## src/rtl/cpu_pkg.sv

```systemverilog
// Shared definitions for the control unit / execution datapath pair:
// widths, ALU opcodes, instruction classes and control-unit states.
package cpu_pkg;

  localparam int DATA_WIDTH  = 8;
  localparam int ADDR_BITS   = 5;
  localparam int INSTR_WIDTH = 16;

  localparam logic [3:0] OP_ADD    = 4'b0000;
  localparam logic [3:0] OP_SUB    = 4'b0001;
  localparam logic [3:0] OP_AND    = 4'b0010;
  localparam logic [3:0] OP_OR     = 4'b0011;
  localparam logic [3:0] OP_XOR    = 4'b0100;
  localparam logic [3:0] OP_NOT    = 4'b0101;
  localparam logic [3:0] OP_SHL    = 4'b0110;
  localparam logic [3:0] OP_SHR    = 4'b0111;
  localparam logic [3:0] OP_PASS_A = 4'b1000;
  localparam logic [3:0] OP_PASS_B = 4'b1001;
  localparam logic [3:0] OP_NOP    = 4'b1111;

  typedef enum logic [1:0] {
    CLS_NONE    = 2'b00,
    CLS_STD_OP  = 2'b01,
    CLS_LOAD_R  = 2'b10,
    CLS_STORE_R = 2'b11
  } instr_class_t;

  typedef enum logic [2:0] {
    CU_FETCH      = 3'd0,
    CU_DECODE     = 3'd1,
    CU_EXECUTE    = 3'd2,
    CU_MEMORY     = 3'd3,
    CU_WRITE_BACK = 3'd4
  } cu_state_t;

  // Only the arithmetic and shift operations produce a meaningful carry.
  function automatic logic op_has_carry(input logic [3:0] op);
    return (op == OP_ADD) || (op == OP_SUB) || (op == OP_SHL) || (op == OP_SHR);
  endfunction

endpackage

```

## src/rtl/exec_alu.sv

```systemverilog
// Combinational ALU: result, carry/borrow/shifted-out bit, and whether
// the operation is allowed to update the zero/carry flags (all but NOP).
module exec_alu
  import cpu_pkg::*;
#(
  parameter int W = cpu_pkg::DATA_WIDTH
) (
  input  logic [3:0]   opcode,
  input  logic [W-1:0] a,
  input  logic [W-1:0] b,
  output logic [W-1:0] result,
  output logic         carry_out,
  output logic         updates_flags
);

  logic [W:0]     wide;
  logic [2*W-1:0] shifted;

  // Shifts go through a double-width vector so the last bit pushed out
  // lands at a fixed position next to the result.
  always_comb begin
    result        = '0;
    carry_out     = 1'b0;
    updates_flags = 1'b1;
    wide          = '0;
    shifted       = '0;
    case (opcode)
      OP_ADD: begin
        wide      = {1'b0, a} + {1'b0, b};
        result    = wide[W-1:0];
        carry_out = wide[W];
      end
      OP_SUB: begin
        wide      = {1'b0, a} - {1'b0, b};
        result    = wide[W-1:0];
        carry_out = wide[W];
      end
      OP_AND:    result = a & b;
      OP_OR:     result = a | b;
      OP_XOR:    result = a ^ b;
      OP_NOT:    result = ~a;
      OP_SHL: begin
        shifted   = {{W{1'b0}}, a} << b[2:0];
        result    = shifted[W-1:0];
        carry_out = shifted[W];
      end
      OP_SHR: begin
        shifted   = {a, {W{1'b0}}} >> b[2:0];
        result    = shifted[2*W-1:W];
        carry_out = shifted[W-1];
      end
      OP_PASS_A: result = a;
      OP_PASS_B: result = b;
      OP_NOP:    updates_flags = 1'b0;
      default:   result = '0;
    endcase
  end

endmodule

```

## src/rtl/exec_datapath.sv

```systemverilog
// Execution/memory datapath: registered ALU, 32x8 data memory addressed as
// base + offset, and a result mux fed only from pipeline registers.
module exec_datapath
  import cpu_pkg::*;
#(
  parameter int DATA_WIDTH = cpu_pkg::DATA_WIDTH,
  parameter int ADDR_BITS  = cpu_pkg::ADDR_BITS
) (
  input  logic                  clk,
  input  logic                  rst,
  input  logic [DATA_WIDTH-1:0] operand1,
  input  logic [DATA_WIDTH-1:0] operand2,
  input  logic [DATA_WIDTH-1:0] offset,
  input  logic [3:0]            opcode,
  input  logic                  sel1,
  input  logic                  sel3,
  input  logic                  w_r,
  output logic [DATA_WIDTH-1:0] result2,
  output logic                  zero,
  output logic                  carry
);

  localparam int DEPTH = 1 << ADDR_BITS;

  logic [DATA_WIDTH-1:0] mem [DEPTH];
  logic [DATA_WIDTH-1:0] alu_q;
  logic [DATA_WIDTH-1:0] mem_q;
  logic                  sel1_q;

  logic [DATA_WIDTH-1:0] alu_result;
  logic                  alu_carry;
  logic                  alu_updates;
  logic [DATA_WIDTH-1:0] addr_sum;
  logic [ADDR_BITS-1:0]  addr;
  logic                  unused_addr_bits;

  exec_alu #(.W(DATA_WIDTH)) u_alu (
    .opcode        (opcode),
    .a             (operand1),
    .b             (operand2),
    .result        (alu_result),
    .carry_out     (alu_carry),
    .updates_flags (alu_updates)
  );

  // The address wraps within the memory; upper sum bits are discarded.
  assign addr_sum         = operand1 + (sel3 ? offset : '0);
  assign addr             = addr_sum[ADDR_BITS-1:0];
  assign unused_addr_bits = ^addr_sum[DATA_WIDTH-1:ADDR_BITS];

  // The memory array shares the reset-sensitive block so that a write on an
  // edge with reset held is simply skipped; its contents are never cleared.
  always_ff @(posedge clk or negedge rst) begin
    if (!rst) begin
      alu_q  <= '0;
      mem_q  <= '0;
      sel1_q <= 1'b1;
      zero   <= 1'b0;
      carry  <= 1'b0;
    end else begin
      alu_q  <= alu_result;
      mem_q  <= mem[addr];
      sel1_q <= sel1;
      if (alu_updates) begin
        zero  <= (alu_result == '0);
        carry <= op_has_carry(opcode) ? alu_carry : 1'b0;
      end
      if (w_r) begin
        mem[addr] <= operand2;
      end
    end
  end

  assign result2 = sel1_q ? alu_q : mem_q;

endmodule

```

## config.mk

```make
export PLATFORM = sky130hd
export DESIGN_NAME = exec_datapath
export DESIGN_NICKNAME = d
export VERILOG_FILES = /design/src/rtl/cpu_pkg.sv /design/src/rtl/exec_alu.sv /design/src/rtl/exec_datapath.sv
export SDC_FILE = /design/constraint.sdc
export NUM_CORES = 1
export LEC_CHECK = 0
export ABC_AREA = 1
export CAP_MARGIN = 30
export CORE_AREA = 2 2 194 196
export DETAILED_ROUTE_END_ITERATION = 8
export DIE_AREA = 0 0 196 198
export PLACE_DENSITY = 0.52
export SLEW_MARGIN = 30
export SYNTH_ARGS = -nofsm -noshare
export SYNTH_HDL_FRONTEND = slang
export SYNTH_SLANG_ARGS = --single-unit
```

## constraint.sdc

```tcl
create_clock -name clk -period 1.5 [get_ports clk]
set_input_delay 0.225 -clock clk [delete_from_list [all_inputs] [get_ports clk]]
set_output_delay 0.225 -clock clk [all_outputs]
set_load 0.02 [all_outputs]
```

==> run_results.csv <==
group,metric,value,unit
sta,hold_slack,71.7,ps
logic_synthesis,yosys_warnings,0,
place,place.detailed.hpwl,27400,um
sta,fin_crit_sh,135,%
setup_path,critical_path.max_fanout,8,
sta,finalSetupTns,-99910,ps
logic_synthesis,synth_area_per_cell,10.8,um^2
routing,vias,10100,
place,place_congestion,0.905,
routing,routed_via_density,5.13,
setup_path,worstReg2RegStart,"mem[2][2]",
clock_network,cts_tree,"done",
logic_synthesis,postSynthCellCount,1180,
setup_path,cp_data_arrival_time,2240,ps
logic_synthesis,synth.ff_latch_count,275,
power_and_ir_drop,pwr-share-clk,32.5,%
sta,period_needed,2020,ps
power_and_ir_drop,power-per-cell-area,1110,nW/um^2
finish,drive_above_1_share,40.8,%
setup_path,cp.required,1720,ps
place,place_inst,1834,
routing,met3RoutedLength,1990,um
logic_synthesis,synth_cell_types,36,
clock_network,insertion_delay,560,ps
sta,post-route-worst-setup-slack,-522,ps
global_route,via_count_of_the_first_global_routing_pass,10300,
finish,finish.net_count,1530,
global_route,antenna_found_initial,0,
place,io_buffers,39,
setup_path,critPathTopFamily,"buffers and inverters",
global_route,grt_start_max_net_pins,34,
routing,drt_drc_violations_left,0,
clock_network,tritoncts.num_buffers,27,
outcome,outcome,"complete, but fails checks",
routing,maxUsedRoutingLayer,"met4",
logic_synthesis,synthAdderAreaFrac,3.33,%
sta,max_freq,495,MHz
routing,first_pass_iters,5,
clock_network,clock_sink_count,275,
power_and_ir_drop,total_leakage_power,7.16,nW
power_and_ir_drop,sw_frac_of_total,28.1,%
power_and_ir_drop,share_comb_of_total_power,25.3,%
floorplan,placementRows,71,
clock_network,clk_root_buffer_cell,"sky130_fd_sc_hd__clkbuf_16",
power_and_ir_drop,sequential_fraction_of_design_power,42.2,%
setup_path,total_stage_count_of_the_critical_path,15,
sta,hold_viol,0,
finish,areaGrowthSynthToFinish,48.0,%
power_and_ir_drop,peakVddDrop,0.786,mV
clock_network,clk_pin_slew_worst_paths,70,ps
setup_path,max_stage_delay,450,ps
logic_synthesis,synthSimpleGateAreaFrac,18.8,%
routing,wl_per_cell,21.0,um
logic_synthesis,synth-compound-area-share,8.27,%
global_route,first_pass_grt_wire_length,62300,um
setup_path,cp-start-kind,"input pin",
floorplan,placeableCoreArea,37000,um^2
setup_path,r2r_cells,8,
power_and_ir_drop,finalPower,20.8,mW
setup_path,cp_slowest_cell,"sky130_fd_sc_hd__fa_2",
setup_path,timing.critical_path.cells,"buf_6 -> nand2_4 -> inv_4 -> ha_4 -> inv_2 -> fa_2 -> buf_6 -> inv_2 -> nand2_2 -> inv_6 -> buf_12 -> buf_8 -> buf_16 -> nand2_8 -> nor2_4",
sta,report.final.slew_viol_count,0,
floorplan,chipWidth,196,um
routing,ant_nets_after_route,0,
logic_synthesis,synth_seq_area_share,64.3,%
logic_synthesis,postSynthNetCount,1245,
clock_network,h-tree-depth,1,
finish,layout_common_cells,"sky130_fd_sc_hd__nand2_1, sky130_fd_sc_hd__edfxtp_1, sky130_fd_sc_hd__buf_4, sky130_fd_sc_hd__nand3_1",
global_route,grt_use_total,21.4,%
logic_synthesis,synth_top_family_by_area,"simple AND/OR/NAND/NOR gates",
floorplan,floorplan.initialDensity,34.3,%
finish,insertedDiodeCount,0,
logic_synthesis,post_synth_xor_area_fraction,0.404,%
sta,tightest_slew,495,ps
floorplan,ios,43,
routing,initialDrtViolationCount,743,
setup_path,end_kind,"flop",
finish,instances_no_fill,1960,
worst_hold_path,worst_hold_path_type,"input pin to asynchronous set/reset pin",
finish,finalCoreUtilization,50.8,%
setup_path,regToRegEndpoint,"mem_q[2]",
setup_path,critical_path_buf_inv_count,9,
setup_path,timing_worst_setup_path_type,"input pin to flop",
run,drv_cap,0,
sta,timing.slew.headroom,67.0,%
outcome,violations_in_the_final_reports,"negative setup slack",
sta,setup_viol,273,
power_and_ir_drop,internal_power,15.0,mW
sta,fin_worst_skew,25.0,ps
clock_network,clock_path_buffers,3,
sta,rsz_0062_raised_after_global_routing,"true",
global_route,global_route.overflow_total,0,
setup_path,regToRegSetupSlack,200,ps
routing,met2RoutedLength,20200,um
setup_path,critical_path.startpoint,"offset[0]",
power_and_ir_drop,total_switching_power,5.86,mW
routing,drt-total-wl,41100,um
logic_synthesis,synth.area.mux_share,0.710,%
routing,wl_met1,17500,um
logic_synthesis,syn_area,12700,um^2
floorplan,die-area,38800,um^2
finish,layout_commonest_cell,"sky130_fd_sc_hd__nand2_1",
setup_path,critPathCapture,"mem[19][5]",
floorplan,dieHeight,198,um
==> stage by stage <==
stage / worst slack (ps) / cell area [um^2]
floorplan: -737 / 13300
global placement: -1560 / 15600
detailed placement: -1570 / 15600
CTS: -508 / 18300
global route: -623 / 18800
finish: -522 / 18800
==> area by class of cell <==
cell class / count / area (um^2)
inverter: 73 / 332
multi-input combinational: 780 / 5450
sequential: 275 / 8160
fill: 3257 / 18200
clock buffer: 32 / 694
tap: 474 / 593
clock inverter: 18 / 181
timing repair buffer: 308 / 3360
==> synthesized netlist by cell type <==
cell type                    n  share of area (%)
sky130_fd_sc_hd__nor2_4      2               0.18
sky130_fd_sc_hd__or2_2       1              0.049
sky130_fd_sc_hd__ha_1       29                2.9
sky130_fd_sc_hd__fa_1        3               0.47
sky130_fd_sc_hd__a21o_1      1              0.059
sky130_fd_sc_hd__nand3b_1    3               0.18
sky130_fd_sc_hd__nand3_2     1              0.079
sky130_fd_sc_hd__inv_2       5               0.15
sky130_fd_sc_hd__clkbuf_1   10               0.30
sky130_fd_sc_hd__a21oi_1    41                1.6
sky130_fd_sc_hd__o21ai_0    46                1.8
sky130_fd_sc_hd__o21ai_1     3               0.12
sky130_fd_sc_hd__xnor2_2     1               0.13
sky130_fd_sc_hd__o22ai_1     2              0.099
sky130_fd_sc_hd__nand3_1    84                3.3
sky130_fd_sc_hd__o211ai_1    2               0.12
sky130_fd_sc_hd__a31oi_1     5               0.25
sky130_fd_sc_hd__edfxtp_1  256                 61
sky130_fd_sc_hd__nand4_1    25                1.2
sky130_fd_sc_hd__mux2_2      8               0.71
sky130_fd_sc_hd__inv_1      67                2.0
sky130_fd_sc_hd__dfrtp_1    18                3.5
sky130_fd_sc_hd__nor2_2      5               0.25
sky130_fd_sc_hd__nand2_1   346                 10
sky130_fd_sc_hd__o21a_1      1              0.059
sky130_fd_sc_hd__xor2_1      2               0.14
sky130_fd_sc_hd__a22oi_1    70                4.1
sky130_fd_sc_hd__nand2_4     1              0.089
sky130_fd_sc_hd__nor2_1     74                2.2
sky130_fd_sc_hd__and3_1     18               0.89
sky130_fd_sc_hd__dfstp_2     1               0.21
sky130_fd_sc_hd__nand2_2     1              0.049
sky130_fd_sc_hd__buf_2      42                1.7
sky130_fd_sc_hd__inv_4       1              0.049
sky130_fd_sc_hd__nor3_1      3               0.12
sky130_fd_sc_hd__xnor2_1     2               0.14
==> flip-flops by register name, indices dropped and copies added, names as in the netlist <==
register  flops
alu_q         8
carry         1
mem         256
mem_q         8
sel1_q        1
zero          1
==> how the worst min path moves through the flow <==
stage | startpoint | cells after the start | slack [ps] | end
after floorplan | rst | 0 | -70 | alu_q[0]
after detailed placement | zero | 2 | 470 | zero
after global routing | sel1 | 1 | 90 | sel1_q
after CTS | rst | 2 | 60 | mem_q[6]
final | rst | 2 | 70 | mem_q[6]
after global placement | zero | 2 | 470 | zero
==> cell families (layout without fill, tap and decap cells) <==
group                    Yosys count  count (layout)
AO/OA/AOI/OAI                    171             171
AND/OR/NAND/NOR                  564             564
buffers and inverters            125             431
adder cells (fa/ha/maj)           32              32
XOR/XNOR                           5               5
multiplexers                       8               8
flip-flops                       275             275
==> power groups by stage <==
stage / Combinational [mW] / Sequential (mW) / Clock, mW
2_1_floorplan: 2.04 / 8.82 / 0
4_1_cts: 4.97 / 8.78 / 6.85
3_5_place_dp: 3.83 / 8.93 / 0
6_report: 5.28 / 8.78 / 6.76
5_1_grt: 5.63 / 8.79 / 7.12
3_3_place_gp: 3.82 / 8.94 / 0
==> worst register-to-register path, delay by kind of cell, from the launching register on <==
family / cells / cell delay (ps)
AOI/OAI and AO/OA: 2 / 250
DFF: 1 / 380
buffers and inverters: 1 / 130
and+or+nand+nor: 5 / 450
==> repair_timing <==
item                                    in CTS  in global routing
pin swaps                                  132                 84
endpoints found under the setup margin     284                282
buffers inserted                            53                 15
hold buffers                                 0                  0
hold endpoints to repair                     0                  0
resized for setup                          315                107
gates cloned                                15                  0
==> routing by layer <==
layer	vias to the layer above	GRT usage, %
met5	-	0
met4	0	7.63
met3	73	2.74
met2	287	36.6
met1	4944	28.0
li1	4749	-
(Power assumes the default switching activity.)
